===== src/rtl/codificador_seq.sv =====
// codificador_seq: sequencing controller for the 4-bit-to-5-bit encoder.
// Accepts a NIBBLES-nibble word over valid/ready and presents it to the
// encoder one nibble at a time, most-significant nibble first. Each nibble
// is held for a settle cycle (DRIVE) and then captured (SAMPLE). The codes
// are packed into out_code, with the first nibble's code in the MSBs.
// out_code is then held with out_valid until out_ack is seen.
//
// Optional build macro: CODIFICADOR_SEQ_PARITY_EN adds the out_parity output.
// out_parity is the XOR of all out_code bits.
//
// state  | meaning
// -------+------------------------------------------------------------
// IDLE   | encoder held in reset, waiting for in_valid
// DRIVE  | top nibble driven to the encoder, settle cycle, no capture
// SAMPLE | same nibble still driven; enc_code is captured at the edge
// DONE   | codeword held with out_valid until out_ack

module codificador_seq #(
    parameter  int NIBBLES = 4,
    localparam int WORD_W  = 4 * NIBBLES,
    localparam int CODE_W  = 5 * NIBBLES
) (
    input  logic              clk,
    input  logic              reset,
    input  logic [WORD_W-1:0] in_word,
    input  logic              in_valid,
    output logic              in_ready,
    output logic [3:0]        enc_nib,
    output logic              enc_ready,
    output logic              enc_reset,
    input  logic [4:0]        enc_code,
    output logic [CODE_W-1:0] out_code,
    output logic              out_valid,
    input  logic              out_ack,
    output logic              busy
`ifdef CODIFICADOR_SEQ_PARITY_EN
    ,
    output logic              out_parity
`endif
);

    // One extra bit keeps the counter from wrapping, including when NIBBLES is a power of two.
    localparam int CNT_W = $clog2(NIBBLES) + 1;
    localparam logic [CNT_W-1:0] LAST_CNT = CNT_W'(NIBBLES - 1);

    typedef enum logic [1:0] {
        ST_IDLE   = 2'd0,
        ST_DRIVE  = 2'd1,
        ST_SAMPLE = 2'd2,
        ST_DONE   = 2'd3
    } state_t;

    state_t              state_q, state_d;
    logic [WORD_W-1:0]   shift_q, shift_d;
    logic [CODE_W-1:0]   code_q,  code_d;
    logic [CNT_W-1:0]    cnt_q,   cnt_d;

    // State register and datapath registers. An asynchronous reset discards any partial word.
    always_ff @(posedge clk or posedge reset) begin
        if (reset) begin
            state_q <= ST_IDLE;
            shift_q <= '0;
            code_q  <= '0;
            cnt_q   <= '0;
        end else begin
            state_q <= state_d;
            shift_q <= shift_d;
            code_q  <= code_d;
            cnt_q   <= cnt_d;
        end
    end

    // Next-state logic and Moore outputs. The encoder stays in reset outside DRIVE and SAMPLE.
    always_comb begin
        state_d   = state_q;
        shift_d   = shift_q;
        code_d    = code_q;
        cnt_d     = cnt_q;
        in_ready  = 1'b0;
        enc_ready = 1'b0;
        enc_reset = 1'b1;
        enc_nib   = 4'h0;
        out_valid = 1'b0;
        busy      = 1'b1;

        unique case (state_q)
            ST_IDLE: begin
                in_ready = 1'b1;
                busy     = 1'b0;
                if (in_valid) begin
                    shift_d = in_word;
                    code_d  = '0;
                    cnt_d   = '0;
                    state_d = ST_DRIVE;
                end
            end

            ST_DRIVE: begin
                enc_reset = 1'b0;
                enc_ready = 1'b1;
                enc_nib   = shift_q[WORD_W-1 -: 4];
                state_d   = ST_SAMPLE;
            end

            ST_SAMPLE: begin
                enc_reset = 1'b0;
                enc_ready = 1'b1;
                enc_nib   = shift_q[WORD_W-1 -: 4];
                // Shifting by a constant, rather than slicing, keeps the single-nibble build legal.
                code_d    = (code_q << 5) | CODE_W'(enc_code);
                shift_d   = shift_q << 4;
                cnt_d     = cnt_q + CNT_W'(1);
                if (cnt_q == LAST_CNT) begin
                    state_d = ST_DONE;
                end else begin
                    state_d = ST_DRIVE;
                end
            end

            ST_DONE: begin
                out_valid = 1'b1;
                if (out_ack) begin
                    state_d = ST_IDLE;
                end
            end

            default: begin
                state_d = ST_IDLE;
            end
        endcase
    end

    assign out_code = code_q;

`ifdef CODIFICADOR_SEQ_PARITY_EN
    logic parity_q;
    logic parity_d;

    // Parity follows the next code value, so it changes on the same edge as out_code.
    always_comb begin
        parity_d = ^code_d;
    end

    // Parity register, cleared together with the code register.
    always_ff @(posedge clk or posedge reset) begin
        if (reset) begin
            parity_q <= 1'b0;
        end else begin
            parity_q <= parity_d;
        end
    end

    assign out_parity = parity_q;
`endif

endmodule


===== config.mk =====
export PLATFORM = sky130hd
export DESIGN_NAME = codificador_seq
export DESIGN_NICKNAME = d
export VERILOG_FILES = /design/src/rtl/codificador_seq.sv
export SDC_FILE = /design/constraint.sdc
export NUM_CORES = 1
export LEC_CHECK = 0
export ABC_AREA = 1
export BUFFER_PORTS_ARGS = -buffer_cell sky130_fd_sc_hd__buf_2
export CELL_PAD_IN_SITES_DETAIL_PLACEMENT = 1
export CELL_PAD_IN_SITES_GLOBAL_PLACEMENT = 2
export CORE_MARGIN = 10
export CORE_UTILIZATION = 31
export DETAILED_ROUTE_END_ITERATION = 6
export GPL_TIMING_DRIVEN = 1
export HOLD_SLACK_MARGIN = 0.06
export PLACE_DENSITY_LB_ADDON = 0.1
export SLEW_MARGIN = 40
export SYNTH_ARGS = -nofsm -noshare
export SYNTH_HDL_FRONTEND = slang
export SYNTH_SLANG_ARGS = --single-unit

===== constraint.sdc =====
create_clock -name clk -period 2.8 [get_ports clk]
set_clock_uncertainty 0.2 [all_clocks]
set_input_delay 0.56 -clock clk [delete_from_list [all_inputs] [get_ports clk]]
set_output_delay 0.56 -clock clk [all_outputs]
set_load 0.005 [all_outputs]

== Word-level counts from Yosys, hierarchy flattened ==
Index checks and enable logic that the tools add are counted.

* Output and inout bits: 29
* Logic and storage cells: 33
* Register bits: 41

* Equality and inequality tests: 6
* Muxes and demuxes: 16
* Add/sub/neg operators: 1
* Bitwise logic cells: 1
* Reduce and logical (&&, ||, !) cells: 5

{| class="wikitable"
|+ Operator list
! cell !! number
|-
| 20-bit case mux with 2 select lines || 1
|-
| 16-bit case mux with 2 select lines || 1
|-
| 20-bit two-way mux || 1
|-
| 20-bit by 5-bit OR with 20-bit output || 1
|-
| 16-bit two-way mux || 1
|-
| 2-bit case mux with 4 select lines || 1
|-
| 2-bit two-way mux || 3
|-
| 3-bit case mux with 2 select lines || 1
|-
| 1-bit two-way mux || 5
|-
| 2-bit == test, second input constant || 2
|-
| 4-bit two-way mux || 1
|-
| 2-bit != test, second input constant || 2
|-
| 2-bit AND reduction || 2
|-
| 3-bit by 1-bit adder with 3-bit output, second input constant || 1
|-
| 3-bit by 2-bit == test with 1-bit output, second input constant || 1
|-
| 3-bit two-way mux || 1
|-
| 2-bit by 1-bit == test with 1-bit output, second input constant || 1
|-
| 2-bit logical NOT || 1
|-
| 2-bit nonzero test || 1
|-
| 2-bit OR reduction || 1
|}

== Longest topological paths before layout ==
* Depth in word-level cells: 3
* Gate-level depth with buffers: 8
* Gate-level depth less buffers: 7

== Worst setup path before layout ==
No wires, ideal clock.

* Path kind: register -> output
* Start point: register state_q[1]
* End point: output enc_nib[0]
* Arrival: 914 ps
* Stages on the path, launching flop included: 5
* Data required time: 2040 ps
* Path slack: 1126 ps
* Path through: dfrtp_1 -> inv_1 -> ha_1 -> nand2_1 -> inv_1

* Cells in the longest elaborated chain, start to end: 3

{| class="wikitable"
|+ RTL lines
! what !! RTL line !! text
|-
| start: declaration || 53 || <nowiki>state_t state_q, state_d;</nowiki>
|-
| start signal: assignment || 66 || <nowiki>state_q <= state_d;</nowiki>
|-
| 2-bit == test / 2-bit by 1-bit == test with 1-bit output (equally long branches) || 86 || <nowiki>unique case (state_q)</nowiki>
|-
| 2-bit OR reduction (no source line) * || - ||
|-
| 4-bit two-way mux * || 86 ||
|-
| end: declaration || 28 || <nowiki>output logic [3:0] enc_nib,</nowiki>
|}

Mark *: on every way between the ends. The rest lies on a longest branch, timed or not.

== Worst setup path in the final report ==
* Start point: register state_q[1]
* End point: output enc_nib[3]

Same word-level chain as after synthesis.

==> impl_metrics.ini <==
[outcome]
status = completed

[logic_synthesis]
synth_cells = 241
synth-seq-cells = 41
yosysWarnings = 0
syn_area_per_cell_um2 = 7.897
seq_area_frac_synth = 0.5391
synth.cell_area_um2 = 1903
synth.distinct_cells = 12
synth_nets = 271

[detailed_routing]
wl_um = 5396
wl_per_cell_um = 14.51
drt_iter0_drc = 67
vias_per_cell = 4.540
drt_pass1_iterations = 4
drc_errors = 0
drtAntennaViolNets = 0
route.vias.total = 1689

[finish]
syn2layout_area_growth_pct = 23.41
drive_gt1_frac = 0.2391
antennaDiodeCount = 0
instances_no_fill = 372
layout_common_cells = nand2_1, buf_2, dfrtp_1, nand3_1, inv_1
multiInputGateArea_um2 = 740.7
mostFrequentLayoutCell = nand2_1
fill_cells = 763
final_nets = 326
final-seq-area_um2 = 1026

[sta]
hold_violations = 0
setup_viol = 0
fmax_mhz = 448.3
finalCritPeriodShare = 0.7966
tightest_slew_ns = 0.6897
drv_slew = 0
fin_setup_tns_ns = 0
maxSlewHeadroom = 0.5397
holdWs_ns = 0.07694
period_minus_slack_ns = 2.231
rsz0062_at_grt = false

[setup_path]
crit_start = state_q[1]$_DFFE_PP0P_
critPathCapture = enc_nib[3]
crit_type = reg -> out
rr_startpoint = state_q[0]$_DFFE_PP0P_
end_kind = output port
crit_fanout = 6
setup.worst_path.start_class = register
rr_endpoint = shift_q[3]$_DFFE_PP0P_
required_ns = 2.04
reg2reg_depth = 5
arrival_ns = 1.47
rrSetupSlack_ns = 0.77

[clock_tree]
numCtsBuffers = 5
cts_buffer_depth = 2
insertion_delay_ns = 0.30
cts_tree = yes
post_cts_resized = 0
cts_root_buf = clkbuf_8
clk_pin_slew_ns = 0.08
clock_sinks = 41
cts_hold_buf = 0
htreeDepth = 2
post_cts_buffers = 0

[run]
drv_cap = 0

[floorplanning]
rows = 28
core_area_um2 = 5956
die_w_um = 98.35
io_pins = 54
die_area_um2 = 9673
fp.dieH_um = 98.35
start_util = 0.3195

[global_routing]
grt_max_degree = 30
grt_pass1_vias = 1833
overflow = 0
grt_first_pass_wirelength_um = 8963
antenna_found_initial = 0
track_usage = 0.1123

[power_and_ir_drop]
power.density_nw_per_um2 = 993.0
ir_drop_mv = 0.3073
p_leak_nw = 1.429
total_power_mw = 2.332

[placement]
gp_congestion = 0.6982
portBuffers = 53
dp_hpwl_um = 3925
dp_cells = 364

[worst_hold_path]
hold_path_class = in -> async
## cells by family after synthesis
logic type / Yosys count / synth area share
AOI/OAI and AO/OA: 10 / 0.02630
buffers and inverters: 31 / 0.07166
DFF: 41 / 0.5391
adders and majority gates: 5 / 0.03287
and+or+nand+nor: 154 / 0.3300
## power by group
part           internal [mW]  leakage [nW]  switching (mW)  total, mW
registers              0.813         0.540           0.132      0.945
logic                  0.353         0.835           0.601      0.954
clock network          0.223        0.0542           0.210      0.433
total                   1.39          1.43           0.943       2.33
## registers in the layout (all words and copies together), names as in the netlist
register  cells
out_code     20
shift_q      16
cnt_q         3
state_q       2
## how the worst min path moves through the flow
stage / end / slack, ns / cells past startpoint
final: cnt_q[1]$_DFFE_PP0P_ / 0.08 / 2
after global routing: shift_q[10]$_DFFE_PP0P_ / 0.11 / 2
after CTS: shift_q[1]$_DFFE_PP0P_ / 0.09 / 2
after detailed placement: out_code[5]$_DFFE_PP0P_ / 0.28 / 2
after global placement: out_code[6]$_DFFE_PP0P_ / 0.27 / 2
after floorplan: shift_q[10]$_DFFE_PP0P_ / 0.28 / 2
## per-layer routing
| layer | wire [µm] | share of wire | global-route usage |
|---|---|---|---|
| met4 | 77 | 0.014 | 0.03969 |
| met1 | 2572 | 0.48 | 0.1374 |
| met2 | 2509 | 0.46 | 0.1831 |
| met5 | 0 | 0 | 0 |
| met3 | 236 | 0.044 | 0.03242 |
## per-stage QoR
stage | cell area [µm²] | util | setup slack, ns
2_1_floorplan | 1903 | - | 1.094
3_3_place_gp | 2246 | 0.3771 | 0.7975
3_5_place_dp | 2247 | 0.3773 | 0.7601
4_1_cts | 2349 | 0.3943 | 0.5457
5_1_grt | 2349 | 0.3943 | 0.4303
6_report | 2349 | 0.3943 | 0.5695
## area by class of cell
| cell class | count | area share |
|---|---|---|
| clock inverter | 1 | 0.002131 |
| clock buffer | 7 | 0.04102 |
| inverter | 20 | 0.03250 |
| multi-input combinational | 169 | 0.3154 |
| tap | 75 | 0.03996 |
| sequential | 41 | 0.4369 |
| timing repair buffer | 59 | 0.1321 |
## worst max-delay path, cell delays in order, from the launching register on
cell and delay [ns]:
dfrtp_1 0.42, inv_1 0.09, ha_1 0.40, nand2_1 0.10, inv_1 0.06, buf_2 0.10
## cells in the mapped netlist
| cell | number | area (µm²) |
|---|---|---|
| nand2_2 | 2 | 12.51 |
| o21ai_1 | 2 | 10.01 |
| nor2_1 | 1 | 3.750 |
| inv_1 | 19 | 71.32 |
| o21ai_0 | 8 | 40.04 |
| ha_1 | 5 | 62.56 |
| buf_6 | 1 | 11.26 |
| nand2_1 | 115 | 431.7 |
| inv_2 | 1 | 3.750 |
| dfrtp_1 | 41 | 1026 |
| nand3_1 | 36 | 180.2 |
| buf_2 | 10 | 50.05 |
Note: power is estimated with default switching activity, not from simulation.
